==> src/rtl/mul_share_arb.sv <==
// Round-robin arbiter sharing one multiplier among NREQ valid/ready clients.
// An in-order tag FIFO remembers each request's owner so responses route back to it.
module mul_share_arb #(
   parameter int unsigned DWIDTH    = 64,
   parameter int unsigned NREQ      = 4,
   parameter int unsigned MAX_OUTST = 8
) (
   input  logic                       clk,
   input  logic                       rst_n,
   input  logic [NREQ-1:0]            req_valid,
   output logic [NREQ-1:0]            req_ready,
   input  logic [NREQ*DWIDTH-1:0]     req_a,
   input  logic [NREQ*DWIDTH-1:0]     req_b,
   output logic [NREQ-1:0]            resp_valid,
   input  logic [NREQ-1:0]            resp_ready,
   output logic [DWIDTH-1:0]          resp_y,
   output logic                       m_req_valid,
   input  logic                       m_req_ready,
   output logic [DWIDTH-1:0]          m_req_a,
   output logic [DWIDTH-1:0]          m_req_b,
   input  logic                       m_resp_valid,
   output logic                       m_resp_ready,
   input  logic [DWIDTH-1:0]          m_resp_y,
   output logic [$clog2(MAX_OUTST):0] outstanding,
   output logic                       err_orphan
);

   localparam int unsigned IW = $clog2(NREQ);
   localparam int unsigned PW = $clog2(MAX_OUTST);
   localparam int unsigned CW = PW + 1;

   logic [IW-1:0] rr_ptr_q, rr_ptr_d;
   logic          lock_vld_q, lock_vld_d;
   logic [IW-1:0] lock_idx_q, lock_idx_d;
   logic [PW-1:0] wr_ptr_q, wr_ptr_d;
   logic [PW-1:0] rd_ptr_q, rd_ptr_d;
   logic [CW-1:0] cnt_q, cnt_d;
   logic          err_q, err_d;
   logic [IW-1:0] tag_q [MAX_OUTST];

   logic [DWIDTH-1:0] op_a [NREQ];
   logic [DWIDTH-1:0] op_b [NREQ];
   logic [NREQ-1:0]   elig;
   logic [IW-1:0]     grant, idx, head;
   logic              any_elig, push, pop, fifo_empty;

   for (genvar i = 0; i < NREQ; i++) begin : g_unpack
      assign op_a[i] = req_a[i*DWIDTH +: DWIDTH];
      assign op_b[i] = req_b[i*DWIDTH +: DWIDTH];
   end

   // Eligibility is gated on the registered count, so a same-cycle pop never frees a slot early.
   always_comb begin
      elig     = (cnt_q < CW'(MAX_OUTST)) ? req_valid : '0;
      grant    = rr_ptr_q;
      any_elig = 1'b0;
      idx      = '0;
      if (lock_vld_q) begin
         grant    = lock_idx_q;
         any_elig = elig[lock_idx_q];
      end else begin
         for (int unsigned k = 0; k < NREQ; k++) begin
            idx = IW'((32'(rr_ptr_q) + k) % NREQ);
            if (!any_elig && elig[idx]) begin
               grant    = idx;
               any_elig = 1'b1;
            end
         end
      end
   end

   assign m_req_valid = any_elig;
   assign m_req_a     = op_a[grant];
   assign m_req_b     = op_b[grant];
   assign push        = any_elig & m_req_ready;

   always_comb begin
      req_ready = '0;
      if (push) req_ready[grant] = 1'b1;
   end

   assign fifo_empty = (cnt_q == '0);
   assign head       = tag_q[rd_ptr_q];
   assign resp_y     = m_resp_y;

   // With no owner on record the response is an orphan: accept and drop it.
   always_comb begin
      resp_valid   = '0;
      m_resp_ready = 1'b1;
      if (!fifo_empty) begin
         resp_valid[head] = m_resp_valid;
         m_resp_ready     = resp_ready[head];
      end
   end

   assign pop = ~fifo_empty & m_resp_valid & m_resp_ready;

   always_comb begin
      rr_ptr_d   = rr_ptr_q;
      if (push) rr_ptr_d = (grant == IW'(NREQ - 1)) ? '0 : grant + IW'(1);
      lock_vld_d = any_elig & ~m_req_ready;
      lock_idx_d = grant;
      wr_ptr_d   = wr_ptr_q + PW'(push);
      rd_ptr_d   = rd_ptr_q + PW'(pop);
      cnt_d      = cnt_q + CW'(push) - CW'(pop);
      err_d      = err_q | (fifo_empty & m_resp_valid);
   end

   always_ff @(posedge clk) begin
      if (!rst_n) begin
         rr_ptr_q   <= '0;
         lock_vld_q <= 1'b0;
         lock_idx_q <= '0;
         wr_ptr_q   <= '0;
         rd_ptr_q   <= '0;
         cnt_q      <= '0;
         err_q      <= 1'b0;
      end else begin
         rr_ptr_q   <= rr_ptr_d;
         lock_vld_q <= lock_vld_d;
         lock_idx_q <= lock_idx_d;
         wr_ptr_q   <= wr_ptr_d;
         rd_ptr_q   <= rd_ptr_d;
         cnt_q      <= cnt_d;
         err_q      <= err_d;
      end
   end

   always_ff @(posedge clk) begin
      if (push) tag_q[wr_ptr_q] <= grant;
   end

   assign outstanding = cnt_q;
   assign err_orphan  = err_q;

endmodule

==> config.mk <==
export PLATFORM = sky130hd
export DESIGN_NAME = mul_share_arb
export DESIGN_NICKNAME = d
export VERILOG_FILES = /design/src/rtl/mul_share_arb.sv
export SDC_FILE = /design/constraint.sdc
export NUM_CORES = 1
export LEC_CHECK = 0
export ABC_AREA = 1
export CORE_AREA = 2 2 309 311
export CTS_BUF_LIST = sky130_fd_sc_hd__clkbuf_16
export CTS_CLUSTER_DIAMETER = 120
export CTS_CLUSTER_SIZE = 16
export DETAILED_ROUTE_END_ITERATION = 12
export DIE_AREA = 0 0 311 313
export PLACE_DENSITY = 0.33
export SETUP_SLACK_MARGIN = 0.2
export SLEW_MARGIN = 20
export SYNTH_ARGS = -nofsm -noshare
export SYNTH_HDL_FRONTEND = slang
export SYNTH_SLANG_ARGS = --single-unit
==> constraint.sdc <==
create_clock -name clk -period 3.1 [get_ports clk]
set_clock_uncertainty 0.2 [all_clocks]
set_input_delay 0.62 -clock clk [delete_from_list [all_inputs] [get_ports clk]]
set_output_delay 0.62 -clock clk [all_outputs]
set_load 0.01 [all_outputs]
Yosys cells after proc, flatten, opt, wreduce, memory -nomap -nowiden
Memory sizes are Yosys's and may differ from the RTL's. A register that Yosys moved wholly into a read port is not among the register bits.
Index checks and enable logic that the tools add are counted.

word-level totals
  register bits = 16
  memory bits (writable) = 16
  ROM bits = 0
  bits in latches = 0
  memories = 1
  output and inout bits = 207
  input bits = 588
  logic and storage cells = 89

cells by class
  add/sub/neg operators = 8
  $mul = 0
  bitwise logic cells = 10
  shift-type cells = 0
  reductions and logical operators = 9
  order comparisons = 11
  eq/ne operators = 1
  mux-type cells = 42
  divide/modulo/power cells = 0

memory list
  name   depth  bits a word  read ports  clocked after memory_dff  write ports  line  source
  tag_q  8      2            1           1                         1            39    logic [IW-1:0] tag_q [MAX_OUTST];

operator list
  operator               count
  $bmux W64 S2           2
  $mux W64               4
  $lt A2 B3 Y1 const B   7
  $mux W1                19
  $bmux W1 S2            6
  $mux W4                3
  $mux W2                5
  $add A3 B1 Y3          2
  $and A1 B1 Y1          5
  $logic_and A1 B1 Y1    5
  $add A2 B1 Y2 const B  2
  $add A2 B2 Y2 const B  2
  $add A4 B1 Y4          1
  $and A4 B4 Y4          1
  $demux W1 S2           2
  $ge A2 B1 Y1 const B   2
  $logic_not A4 Y1       1
  $lt A4 B4 Y1 const B   1
  $sub A4 B1 Y4          1
  $ge A3 B3 Y1 const B   1
  $logic_not A1 Y1       3
  $mux W3                1
  $not A2 Y3             1
  $eq A2 B2 Y1 const B   1
  other kinds (2)        3

Depth between registers and ports, before layout
  word-level depth = 23
  depth in mapped cells = 20
  mapped depth without buffers = 18

Least setup slack after synthesis
Ideal clock, no wire load.

  path type = input-to-output
  from = input port req_valid[3]
  to = output port req_ready[2]
  arrival time = 2194 ps
  cell stages on the path = 13
  setup slack = 86 ps
  required time = 2280 ps
  path buffers = 1
  cells stage by stage = nand3_1 > nand3_1 > nand2_2 > nand3_1 > nand2_1 > nand2_1 > nand3_1 > nand2_1 > nand2_1 > clkbuf_1 > ha_1 > inv_1 > nor2_1

between the ends
  cells in the longest elaborated chain, start to end = 22
  elaborated cells on any way between the ends = 36
  classes of those cells = 2 x order compare; 26 x mux; 1 x bitwise; 7 x reduce/logical

RTL lines
  what                                                                line  source
  start, declared                                                     10    input logic [NREQ-1:0] req_valid,
  $mux W4 (*)                                                         54    elig = (cnt_q < CW'(MAX_OUTST)) ? req_valid : '0;
  $bmux W1 S2                                                         64    if (!any_elig && elig[idx]) begin
  $mux W1 (not written as such)                                       64
  $mux W1                                                             64
  $mux W1                                                             58    if (lock_vld_q) begin
  $logic_not A1 Y1                                                    64
  $logic_and A1 B1 Y1                                                 64
  $mux W1                                                             64
  [7 not listed]                                                      n/a
  $mux W2 (*)                                                         64
  $mux W2 (*)                                                         58
  via grant[1]                                                        44    logic [IW-1:0] grant, idx, head;
  $lt A2 B3 Y1 (not written as such) or $ge A2 B1 Y1 (tied branches)  79    if (push) req_ready[grant] = 1'b1;
  $logic_and A1 B1 Y1 (not written as such)                           79
  $mux W1 (not written as such)                                       79
  $demux W1 S2 (*)                                                    79
  $mux W4 (*)                                                         79
  end, declared                                                       11    output logic [NREQ-1:0] req_ready,

Mark *: on every way through the listed nets, which the timed path passes. The rest lies on a longest branch. The select of a mux whose other input is x is not followed.

Worst setup path after layout
  from = register rr_ptr_q[0]
  to = output port m_req_a[6]

between the ends
  cells in the longest elaborated chain, start to end = 20
  elaborated cells on any way between the ends = 31
  classes of those cells = 3 x add/sub; 21 x mux; 1 x bitwise; 6 x reduce/logical

RTL lines
  what                                              line  source
  start, declared                                   32    logic [IW-1:0] rr_ptr_q, rr_ptr_d;
  start signal, assigned                            119   rr_ptr_q <= rr_ptr_d;
  $bmux W1 S2                                       64
  $mux W1 (not written as such)                     64
  $mux W1                                           64
  $mux W1                                           58
  $logic_not A1 Y1                                  64
  $logic_and A1 B1 Y1                               64
  $mux W1                                           64
  $mux W1                                           58
  [3 not listed]                                    n/a
  $mux W1                                           58
  $logic_not A1 Y1                                  64
  $logic_and A1 B1 Y1                               64
  $mux W2 (*)                                       64
  $mux W2 (*)                                       58
  $not A2 Y3 (not written as such) (*)              73    assign m_req_a = op_a[grant];
  $bmux W64 S2 (*)                                  73
  $mux W64 (not written as such) (*) (2 in series)  73
  end, declared                                     19    output logic [DWIDTH-1:0] m_req_a,

Every way passes the cells marked *; elsewhere a longest branch is shown, timed or not. The select of a mux whose other input is x is not followed.

==> results <==
- The worst max-slew margin expressed relative to the limit is 0.745.
- For this run, the detailed router's first-pass iteration total came to 5.
- Detailed placement ended at an HPWL of 51.0 mm.
- The type of destination of the critical path is an output pin.
- The layout overhead on the synthesized area is 120%.
- The worst-skew pair later-pin latency is 270 ps.
- The net count of the finished layout is around 3200.
- Setup repair after global routing could not meet its margin everywhere.
- Setup slack on the worst reg-to-reg path comes out at -150 ps.
- The worst-case setup margin in the final layout is -373 ps.
- The number of cells on the worst hold path is 2.
- The flow ran to the end, but the final reports show violations.
- In this run the core area contains 113 standard-cell rows.
- The total of warnings raised by yosys is 0.
- The die is around 310 um wide.
- The peak supply drop is 0.000678 V.
- The startpoint class of the critical path is a flop.
- The synthesized area per cell is 4.85 um^2.
- The worst register-to-register path begins at rr_ptr_q[0].
- Dividing the detail-routed via count by the number of cells gives roughly 3.5.
- The cell type group with the largest total delay on the critical path is buffers and inverters.
- After routing, the total negative slack on setup checks comes to -32980 ps.
- Along the worst path, the maximum fanout reaches 13.
- In the finished design, the share of the clock period the worst path needs comes to 1.12.
- Wires add up to ~68 mm.
- The final hold violation count is 0.
- Setup violations remaining at the end of the flow were counted as between 100 and 150.
- The standard cell with the maximum stage delay on the critical path is sky130_fd_sc_hd__dfxtp_4.
- The leakage dissipation is 10.4 nW.
- The ratio of cells with drive above 1 in the final layout is 0.204.
- The level count of the clock H-tree is 2.
- The largest single stage delay on the critical path is 400 ps.
- The first global-routing pass estimated between 90 and 100 mm of wire.
- The shortest period the worst path allows is approximately 3500 ps.
- Timing would allow up to roughly 0.29 GHz.
- The initial antenna violation count was 9.
- The floorplan die area is approximately 97000 um^2.
- The number of buffer and inverter stages on the critical path is 7.
- In this run the count of I/O pins placed on the die edge is between 700 and 800.
- The instance count of the mapped netlist is around 1800.
- The length in cells of the worst reg-to-reg path is 18.
- The clock tree from TritonCTS is built.
- The tree built by TritonCTS fans out to 32 sinks.
- The routed layout has 13531 vias.
- The signal on the critical path passes through buf_6 -> nand3_2 -> nand3_2 -> nand2_4 -> nand4_1 -> buf_4 -> nand3_4 -> a21oi_4 -> buf_12 -> buf_4 -> buf_12 -> buf_4 -> nand3_4 -> nand2_1 -> buf_2.
- The count of port buffers added during placement is approximately 670.
- At the end of routability-driven placement, the weighted congestion stood at approximately 0.84.
- The number of nets in the synthesized netlist is ~2400.
- After clock tree synthesis, the clock-pin slew on the worst setup and hold paths is 50 ps.
- The core occupancy in the finished layout is 0.208.
- The share of the yosys chip area belonging to registers is 0.0899.
- The worst hold margin is between 200 and 300 ps.
- Summing internal, switching and leakage power gives ~28 mW.
- The tightest min-delay check is of the flop to flop type.
- The arrival time of data at the critical path endpoint is 2650 ps.
- After the first detailed-routing iteration, the DRC count stood at 684.
- Entering global routing, the biggest net connects 54 pins.
- The destination of the worst register-to-register timing path is outstanding[2].
- The height of the die is between 300 and 400 um.
- The CTS buffer count is 5.
- In this run the most critical hold path is launched from err_orphan.
- In this run, synthesis produced a sequential element count of 32.
- The quantity of hold-fixing buffers added after cts is 0.
- The endpoint of the worst hold path is err_orphan.
- The average wire per standard cell is 17.6 um.
- After floorplanning, the core was sized to cover approximately 94000 um^2.
- Global routing finished with a remaining overflow of 0.
- For this configuration, the core starts out at a cell density of 0.0946.
- The slew at the pin closest to its max-slew limit is about 380 ps.
- The root buffer cell chosen for the clock tree is sky130_fd_sc_hd__clkbuf_16.
- In this run the cell area of the synthesized design comes to 8910 um^2.
- Across every metal layer, demand over resource in global routing totals 0.127.
- The most numerous cell on the critical path is sky130_fd_sc_hd__buf_4.
- In the routed design, unresolved DRC markers number 0.
- The number of unique standard cell types used by synthesis is 28.
- The final count of pins violating max slew is 0.
- In this run the power density over the cells is 1440 nW/um^2.
- Once detail routing completed, the nets flagged for antenna violations numbered 0.
- The buffer depth of the longest clock path is 2.
- The start-to-end type of the worst setup path is flop to output pin.
- The via count of the first global-routing pass is around 13000.
- The number of maximum-capacitance constraint violations is 0.
- The checks that failed: setup timing.
- At the worst endpoint, the required time is between 2000 and 2500 ps.
[area by class of cell]
type                       instances  area (um^2)
multi-input combinational       1074         5610
sequential                        32          808
timing repair inverter             1         7.51
fill                           11021        74600
antenna                            3         7.51
clock buffer                       5          125
tap                             1265         1580
clock inverter                     3         37.5
timing repair buffer             913         9310
inverter                         550         2080
[how the worst max path moves through the flow]
stage | from | to | cells after the start
floorplan | req_valid[3] | req_ready[1] | 15
global placement | req_valid[0] | m_req_b[44] | 15
detailed placement | req_valid[1] | m_req_b[44] | 15
CTS | outstanding[3] | m_req_a[39] | 14
global route | rr_ptr_q[0] | m_req_b[2] | 14
finish | rr_ptr_q[0] | m_req_a[6] | 15
[metal layers]
metal | track usage | wire (um)
met2 | 0.220 | 32300
met4 | 0.0177 | 1020
met5 | 0 | 67
met1 | 0.160 | 29200
met3 | 0.0360 | 4980
[synth_stat cells (all sizes together)]
cell type  number  share of area
nand3         540           0.31
nor3            4         0.0022
nand2         458           0.19
fa              1         0.0022
ha             13          0.018
or2             1        0.00070
dfxtp          16          0.036
o21ai           9         0.0051
nor2           34          0.014
buf           149           0.11
a21o            1        0.00084
clkbuf         32          0.013
edfxtp         16          0.054
nand4           1        0.00070
a21oi           7         0.0044
o211ai          2         0.0017
xnor2           3         0.0030
inv           550           0.23
[registers in the layout, indices dropped and copies added, names as in the netlist]
signal       count
err_orphan       1
lock_idx_q       2
lock_vld_q       1
outstanding      4
rd_ptr_q         3
rr_ptr_q         2
tag_q           16
wr_ptr_q         3
[cells by family after synthesis]
group | count (synthesis) | share of synthesized area
AOI/OAI and AO/OA | 19 | 0.0119
adders and majority gates | 14 | 0.0205
DFF | 32 | 0.0899
and+or+nand+nor | 1038 | 0.518
xor gates and xnor gates | 3 | 0.00295
buffers and inverters | 731 | 0.357
[cell usage in the layout, fill, tap and decap left out, types with 2 or more instances in the layout]
| master | count |
|---|---|
| sky130_fd_sc_hd__buf_16 | 21 |
| sky130_fd_sc_hd__nand2_4 | 17 |
| sky130_fd_sc_hd__diode_2 | 3 |
| sky130_fd_sc_hd__dfxtp_1 | 14 |
| sky130_fd_sc_hd__nor2_1 | 31 |
| sky130_fd_sc_hd__clkdlybuf4s50_1 | 529 |
| sky130_fd_sc_hd__clkbuf_16 | 12 |
| sky130_fd_sc_hd__ha_1 | 13 |
| sky130_fd_sc_hd__nand2_1 | 397 |
| sky130_fd_sc_hd__buf_6 | 73 |
| sky130_fd_sc_hd__inv_4 | 2 |
| sky130_fd_sc_hd__buf_8 | 10 |
| sky130_fd_sc_hd__clkinv_1 | 2 |
| sky130_fd_sc_hd__o211ai_1 | 2 |
| sky130_fd_sc_hd__nor3_2 | 3 |
| sky130_fd_sc_hd__o21ai_0 | 8 |
| sky130_fd_sc_hd__dfxtp_4 | 2 |
| sky130_fd_sc_hd__nand2_2 | 41 |
| sky130_fd_sc_hd__nand3_1 | 477 |
| sky130_fd_sc_hd__buf_2 | 50 |
| sky130_fd_sc_hd__nand2_8 | 3 |
| sky130_fd_sc_hd__buf_12 | 32 |
| sky130_fd_sc_hd__edfxtp_1 | 16 |
| sky130_fd_sc_hd__buf_4 | 155 |
| sky130_fd_sc_hd__clkbuf_2 | 30 |
| sky130_fd_sc_hd__nand3_2 | 52 |
| sky130_fd_sc_hd__inv_1 | 546 |
| sky130_fd_sc_hd__nand3_4 | 11 |
| sky130_fd_sc_hd__nor2_2 | 2 |
| sky130_fd_sc_hd__xnor2_1 | 3 |
| sky130_fd_sc_hd__a21oi_1 | 6 |
| sky130_fd_sc_hd__clkdlybuf4s15_2 | 3 |
[report_power, final]
group	leakage [nW]	switching, mW	internal, mW
clock	0.0789	0.178	0.373
sequential	0.280	0.0817	0.618
combinational	10.1	14.1	12.9
total	10.4	14.4	13.9
[tightest hold or removal path: stages (launching register included)]
cell	delay, ps
sky130_fd_sc_hd__dfxtp_1	310
sky130_fd_sc_hd__inv_1	50
sky130_fd_sc_hd__a21oi_1	50
[per-stage QoR]
stage / setup slack, ps / instances / cell area, um^2
CTS: -612 / 3795 / 18800
detailed placement: -1130 / 3727 / 17500
global route: -502 / 3844 / 19600
global placement: -1170 / 3727 / 17500
floorplan: 200 / 1837 / 8910
finish: -373 / 3846 / 19600
[timing repair]
action,CTS,global route
endpoints found under the setup margin,162,159
cloned,14,8
pin swaps,28,25
setup buffers,46,40
resized for setup,464,333
No activity file was read; power rests on OpenSTA's default activity.
